`config.mk`:
```
export PLATFORM = sky130hd
export DESIGN_NAME = instr_fetch_unit_flat
export DESIGN_NICKNAME = d
export VERILOG_FILES = /design/src/rtl/instr_fetch_unit_if.sv /design/src/rtl/instr_fetch_unit.sv /design/src/flat_wrapper.sv
export SDC_FILE = /design/constraint.sdc
export NUM_CORES = 1
export LEC_CHECK = 0
export CORE_MARGIN = 2
export CORE_UTILIZATION = 40
export DETAILED_ROUTE_END_ITERATION = 12
export SLEW_MARGIN = 20
export SYNTH_ARGS = -nofsm -noshare
export SYNTH_HDL_FRONTEND = slang
export SYNTH_SLANG_ARGS = --single-unit
```
`constraint.sdc`:
```
create_clock -name clk -period 8.9 [get_ports clk]
set_clock_uncertainty 0.1 [all_clocks]
set_input_delay 0.89 -clock clk [delete_from_list [all_inputs] [get_ports clk]]
set_output_delay 0.89 -clock clk [all_outputs]
set_load 0.1 [all_outputs]
```
`src/rtl/instr_fetch_unit_if.sv`:
```
// Memory-side request/response bus of the instruction fetch unit.
// master = fetch unit, slave = instruction memory.
interface instr_fetch_unit_if #(
    parameter int unsigned AW = 32,
    parameter int unsigned DW = 32
);
    logic          mem_req_valid;
    logic          mem_req_ready;
    logic [AW-1:0] mem_req_addr;
    logic          mem_rsp_valid;
    logic [DW-1:0] mem_rsp_data;

    modport master (
        output mem_req_valid,
        output mem_req_addr,
        input  mem_req_ready,
        input  mem_rsp_valid,
        input  mem_rsp_data
    );

    modport slave (
        input  mem_req_valid,
        input  mem_req_addr,
        output mem_req_ready,
        output mem_rsp_valid,
        output mem_rsp_data
    );
endinterface

```
`src/rtl/instr_fetch_unit.sv`:
```
// Instruction fetch unit: word-addressed PC generation, one outstanding memory request,
// in-order prefetch queue and redirect flush. Define FETCH_BYPASS_EN to forward a response
// straight to the core when the queue is empty.
module instr_fetch_unit #(
    parameter int unsigned    DEPTH    = 4,
    parameter int unsigned    AW       = 32,
    parameter int unsigned    DW       = 32,
    parameter logic [AW-1:0]  RESET_PC = '0
) (
    input  logic               clk,
    input  logic               rst,
    instr_fetch_unit_if.master mem,
    output logic               instr_valid,
    input  logic               instr_ready,
    output logic [DW-1:0]      instr_data,
    output logic [AW-1:0]      instr_pc,
    input  logic               redirect_valid,
    input  logic [AW-1:0]      redirect_pc,
    output logic               busy
);
    localparam int unsigned PW = (DEPTH > 1) ? $clog2(DEPTH) : 1;
    localparam int unsigned CW = PW + 1;

    typedef enum logic [1:0] {S_REQ, S_WAIT, S_DROP} state_t;

    state_t          state, state_n;
    logic [AW-1:0]   fetch_pc;
    logic [AW-1:0]   req_pc;
    logic [AW-1:0]   pc_q   [DEPTH];
    logic [DW-1:0]   data_q [DEPTH];
    logic [PW-1:0]   rd_ptr, wr_ptr;
    logic [CW-1:0]   count, count_n;
    logic            req_valid_q;
    logic            busy_q;
    logic            hs, push, pop, head_valid, bypass_c;

    assign mem.mem_req_valid = req_valid_q;
    assign mem.mem_req_addr  = fetch_pc;
    assign busy              = busy_q;

    assign hs         = req_valid_q && mem.mem_req_ready;
    assign head_valid = (count != '0);

`ifdef FETCH_BYPASS_EN
    assign bypass_c = (state == S_WAIT) && !head_valid && mem.mem_rsp_valid
                      && instr_ready && !redirect_valid;
`else
    assign bypass_c = 1'b0;
`endif

    // Redirect suppresses both queue ports; a bypassed response never enters the queue.
    assign pop  = head_valid && instr_ready && !redirect_valid;
    assign push = (state == S_WAIT) && mem.mem_rsp_valid && !bypass_c && !redirect_valid;

    assign instr_valid = head_valid || bypass_c;
    assign instr_data  = bypass_c ? mem.mem_rsp_data : (head_valid ? data_q[rd_ptr] : '0);
    assign instr_pc    = bypass_c ? req_pc           : (head_valid ? pc_q[rd_ptr]   : '0);

    // Next state and occupancy; a request left in flight by a redirect is drained in DROP.
    always_comb begin
        state_n = state;
        count_n = count;
        if (redirect_valid) begin
            count_n = '0;
            if (hs || (state != S_REQ && !mem.mem_rsp_valid)) state_n = S_DROP;
            else                                              state_n = S_REQ;
        end else begin
            case (state)
                S_REQ:          if (hs) state_n = S_WAIT;
                S_WAIT, S_DROP: if (mem.mem_rsp_valid) state_n = S_REQ;
                default:        state_n = S_REQ;
            endcase
            count_n = count + CW'(push) - CW'(pop);
        end
    end

    // Control registers; request valid is registered from the next state so it never
    // depends combinationally on mem_req_ready.
    always_ff @(posedge clk) begin
        if (rst) begin
            state       <= S_REQ;
            fetch_pc    <= RESET_PC;
            req_pc      <= '0;
            rd_ptr      <= '0;
            wr_ptr      <= '0;
            count       <= '0;
            req_valid_q <= 1'b0;
            busy_q      <= 1'b0;
        end else begin
            state       <= state_n;
            count       <= count_n;
            req_valid_q <= (state_n == S_REQ) && (count_n < CW'(DEPTH));
            busy_q      <= (state_n != S_REQ);
            if (redirect_valid) begin
                fetch_pc <= redirect_pc;
                rd_ptr   <= '0;
                wr_ptr   <= '0;
            end else begin
                if (hs) begin
                    req_pc   <= fetch_pc;
                    fetch_pc <= fetch_pc + AW'(1);
                end
                if (push) wr_ptr <= wr_ptr + PW'(1);
                if (pop)  rd_ptr <= rd_ptr + PW'(1);
            end
        end
    end

    // Queue storage; only reachable through count, so it needs no reset.
    always_ff @(posedge clk) begin
        if (!rst && push) begin
            pc_q[wr_ptr]   <= req_pc;
            data_q[wr_ptr] <= mem.mem_rsp_data;
        end
    end
endmodule
```
`src/flat_wrapper.sv`:
```
// flat-port wrapper written by rule: the top's interface ports become plain ports
module instr_fetch_unit_flat 
#(
    parameter int unsigned    DEPTH    = 4,
    parameter int unsigned    AW       = 32,
    parameter int unsigned    DW       = 32,
    parameter logic [AW-1:0]  RESET_PC = '0
)
  (clk, rst, instr_valid, instr_ready, instr_data, instr_pc, redirect_valid, redirect_pc, busy, mem_mem_req_valid, mem_mem_req_addr, mem_mem_req_ready, mem_mem_rsp_valid, mem_mem_rsp_data);
  instr_fetch_unit_if #(.AW(AW), .DW(DW)) mem_i ();
  input  logic clk;
  input  logic rst;
  output logic instr_valid;
  input  logic instr_ready;
  output logic [DW-1:0] instr_data;
  output logic [AW-1:0] instr_pc;
  input  logic redirect_valid;
  input  logic [AW-1:0] redirect_pc;
  output logic busy;
  output wire logic [$bits(mem_i.mem_req_valid)-1:0] mem_mem_req_valid;
  output wire logic [$bits(mem_i.mem_req_addr)-1:0] mem_mem_req_addr;
  input wire logic [$bits(mem_i.mem_req_ready)-1:0] mem_mem_req_ready;
  input wire logic [$bits(mem_i.mem_rsp_valid)-1:0] mem_mem_rsp_valid;
  input wire logic [$bits(mem_i.mem_rsp_data)-1:0] mem_mem_rsp_data;
  assign mem_mem_req_valid = mem_i.mem_req_valid;
  assign mem_mem_req_addr = mem_i.mem_req_addr;
  assign mem_i.mem_req_ready = mem_mem_req_ready;
  assign mem_i.mem_rsp_valid = mem_mem_rsp_valid;
  assign mem_i.mem_rsp_data = mem_mem_rsp_data;
  instr_fetch_unit #(.DEPTH(DEPTH), .AW(AW), .DW(DW), .RESET_PC(RESET_PC)) u_core (.clk(clk), .rst(rst), .mem(mem_i), .instr_valid(instr_valid), .instr_ready(instr_ready), .instr_data(instr_data), .instr_pc(instr_pc), .redirect_valid(redirect_valid), .redirect_pc(redirect_pc), .busy(busy));
endmodule
```
==> results.txt <==
Status - finished, final reports clean
Top Family by Delay on Critical Path - buffers and inverters
Initial antenna violation count - 1
Routed vias - 7815
Worst min path class - reg2reg
Final ANT Viol Nets - 0
Clock transition at path regs - 0.06 ns
# resized after CTS - 0
Static Leakage - 5.24 nW
Minimum clock period - 4.76 ns
Clock sink count - 333
Top-count cell post-synth - edfxtp_1
Initial DRC Count - 572
Detailed Route WL - 28900 um
DRC errors left - 0
Tightest Pin Transition - 1.06 ns
Port buffer count - 168
CTS Buffer Depth - 3
Setup ws final - 4.14 ns
# H-tree levels - 2
Post-Syn Nets - 944
Top_reg_cell synth - edfxtp_1
Vias in the first global route - 7851
Largest vdd supply drop - 0.0869 mV
Core Region - 0.0326 mm^2
Number of flops mapped to enable cells by yosys - 256
Startpoint types - flop
Nets - 1105
Wl on met1 - 13500 um
Mean Syn Cell Area - 15.4 um^2
GRT overflow - 0
CP Cell Sequence - buf_4, mux4_2, and2_1, clkdlybuf4s50_1
Commonest cells in the netlist - edfxtp_1 (256), nand2_1 (90), dfxtp_1 (77)
Die Span Y - 186 um
Buf+Inv Stages, Crit Path - 2
Share of cells above drive strength 1 - 0.125
Post-synthesis cell type count - 47
RSZ-0062 raised after global routing - no
ANT cells - 0
Starting density of the core - 0.408
Max Freq - 210 MHz
Largest net degree at the start of global routing - 68
Post-Syn Instances - 863
Met2 wire length - 13200 um
Fillers - 2736
First-pass GRT wire length - 45500 um
Crit. End Element - output port
Dpl ws - 4.54 ns
Metal3 WL - 1730 um
Per-cell routed wire length - 19.4 um
Async SR Flop Fraction - 0
Relative slew slack - 0.297
Crit Path Category - reg2out
Top-level port count - 169
Setup Viol. Count Final - 0
Synth Cell Area - 0.0133 mm^2
Slowest cell on crit path - clkdlybuf4s50_1
Rows - 66
Routed vias/inst - 5.24
First-pass DRT Iterations - 6
Sequential share of the synthesized area - 0.694
Top cells by area, synth - edfxtp_1 (58%), dfxtp_1 (12%), mux4_2 (11%)
Root buf cell - clkbuf_16
Period utilization - 0.534
DIE WIDTH - 186 um
Final hold violations - 0
Routability Congestion - 0.778
Area of the multi-input gates - 0.00384 mm^2
Setup TNS - 0 ns
Tot GR Track Use - 0.166
Top-area cell type share of the netlist area - 0.578
Area occupied by registers - 0.00924 mm^2
Largest stage delay on the critical path - 0.96 ns
TritonCTS clock tree - yes
Area leader, netlist - edfxtp_1
Max-Cap Viols - 0
Uppermost layer routed - met4
Seq cells post-synth - 333
Max-slew violation count - 0
CP max FO - 41
CP arrival - 3.77 ns
Clock latency on the worst-skew pair - 0.50 ns
CTS Hold Bufs - 0
Placed wire-length estimate - 17100 um
Die area - 0.0347 mm^2
Num CTS Buffers - 35
Synth warn - 0
Synthesis-to-layout area growth - 24.6%
PwrDens - 204 mW/mm^2
CP required - 7.91 ns
Post-CTS Setup Repair Bufs - 0
metal layers:
| layer | vias up | global-route usage |
|---|---|---|
| met4 | 0 | 0.0391 |
| met5 | - | 0 |
| met3 | 42 | 0.0342 |
| li1 | 3660 | - |
| met2 | 254 | 0.256 |
| met1 | 3859 | 0.243 |
where the power goes:
| part | internal [mW] | switching, mW | total (mW) |
|---|---|---|---|
| logic | 0.0676 | 0.146 | 0.214 |
| clock network | 0.899 | 0.559 | 1.46 |
| registers | 1.68 | 0.0302 | 1.71 |
| total | 2.65 | 0.735 | 3.38 |
worst register-to-register path, cell delays in order, from the launching register on:
cell     delay [ns]
dfxtp_1        0.34
or3_2          0.45
buf_4          0.34
nand2_1        0.24
nor2_1         0.06
ha_1           0.32
inv_1          0.06
ha_1           0.14
inv_1          0.05
fa_1           0.36
xor2_1         0.16
xnor2_1        0.15
o31a_1         0.12
o211a_1        0.20
path summary, 6_finish.rpt:
kind                                  start                             endpoint  slack, ns  cells after the start
min reg2reg  u_core.req_pc[11]$_SDFFE_PP0P_       u_core.req_pc[11]$_SDFFE_PP0P_       0.40                      2
min          u_core.req_pc[11]$_SDFFE_PP0P_       u_core.req_pc[11]$_SDFFE_PP0P_       0.40                      2
max reg2reg      u_core.count[1]$_SDFF_PP0_  u_core.mem.mem_req_valid$_SDFF_PP0_       5.70                     13
max                                    flop                         instr_pc[16]       4.14                      4
cells by family after synthesis:
family | after synthesis | share of synthesized area
multiplexers | 64 | 0.108
AND/OR/NAND/NOR | 282 | 0.111
AO/OA/AOI/OAI | 94 | 0.0465
buffers and inverters | 64 | 0.0195
XOR/XNOR | 15 | 0.00988
adder cells (fa/ha/maj) | 11 | 0.0109
flip-flops | 333 | 0.694
placed cells by master (no fill, tap or decap), drive strengths merged, types with 9 or more instances in the layout:
| master | Yosys | layout |
|---|---|---|
| mux4 | 64 | 64 |
| or4 | 18 | 18 |
| xnor2 | 9 | 9 |
| nand3 | 14 | 14 |
| a311oi | 15 | 15 |
| dfxtp | 77 | 77 |
| and2 | 68 | 68 |
| nand4 | 18 | 18 |
| nor2 | 35 | 35 |
| clkbuf | 38 | 54 |
| clkdlybuf4s50 | 0 | 167 |
| nand2 | 90 | 90 |
| and3 | 10 | 10 |
| inv | 13 | 13 |
| ha | 10 | 10 |
| a21oi | 35 | 35 |
| edfxtp | 256 | 256 |
| o21ai | 12 | 12 |
| a211oi | 9 | 9 |
| or3 | 10 | 10 |
registers in the layout, indices dropped and copies added, names as in the netlist, named ones only:
| signal | flops |
|---|---|
| u_core.rd_ptr | 2 |
| u_core.req_pc | 32 |
| u_core.mem.mem_req_valid | 1 |
| u_core.state | 2 |
| u_core.mem.mem_req_addr | 32 |
| u_core.wr_ptr | 2 |
| u_core.count | 3 |
| u_core.pc_q | 128 |
| u_core.busy | 1 |
| u_core.data_q | 128 |
cell type report:
type / instances / share of cell area
clock buffer: 54 / 0.0634
clock inverter: 9 / 0.00702
multi-input combinational: 466 / 0.232
inverter: 13 / 0.00294
tap: 442 / 0.0334
timing repair buffer: 175 / 0.104
sequential: 333 / 0.557
through the flow:
step	total power [mW]	area (um^2)	cells	hold WS (ns)	utilization
6_report	3.38	16600	1492	0.402	0.508
5_1_grt	3.50	16600	1492	0.415	0.508
4_1_cts	3.42	16600	1492	0.403	0.508
3_5_place_dp	1.96	15400	1429	0.394	0.472
3_3_place_gp	1.96	15400	1429	0.384	0.472
2_1_floorplan	1.87	13300	863	0.360	-
Power figures use the tool's default switching activity.
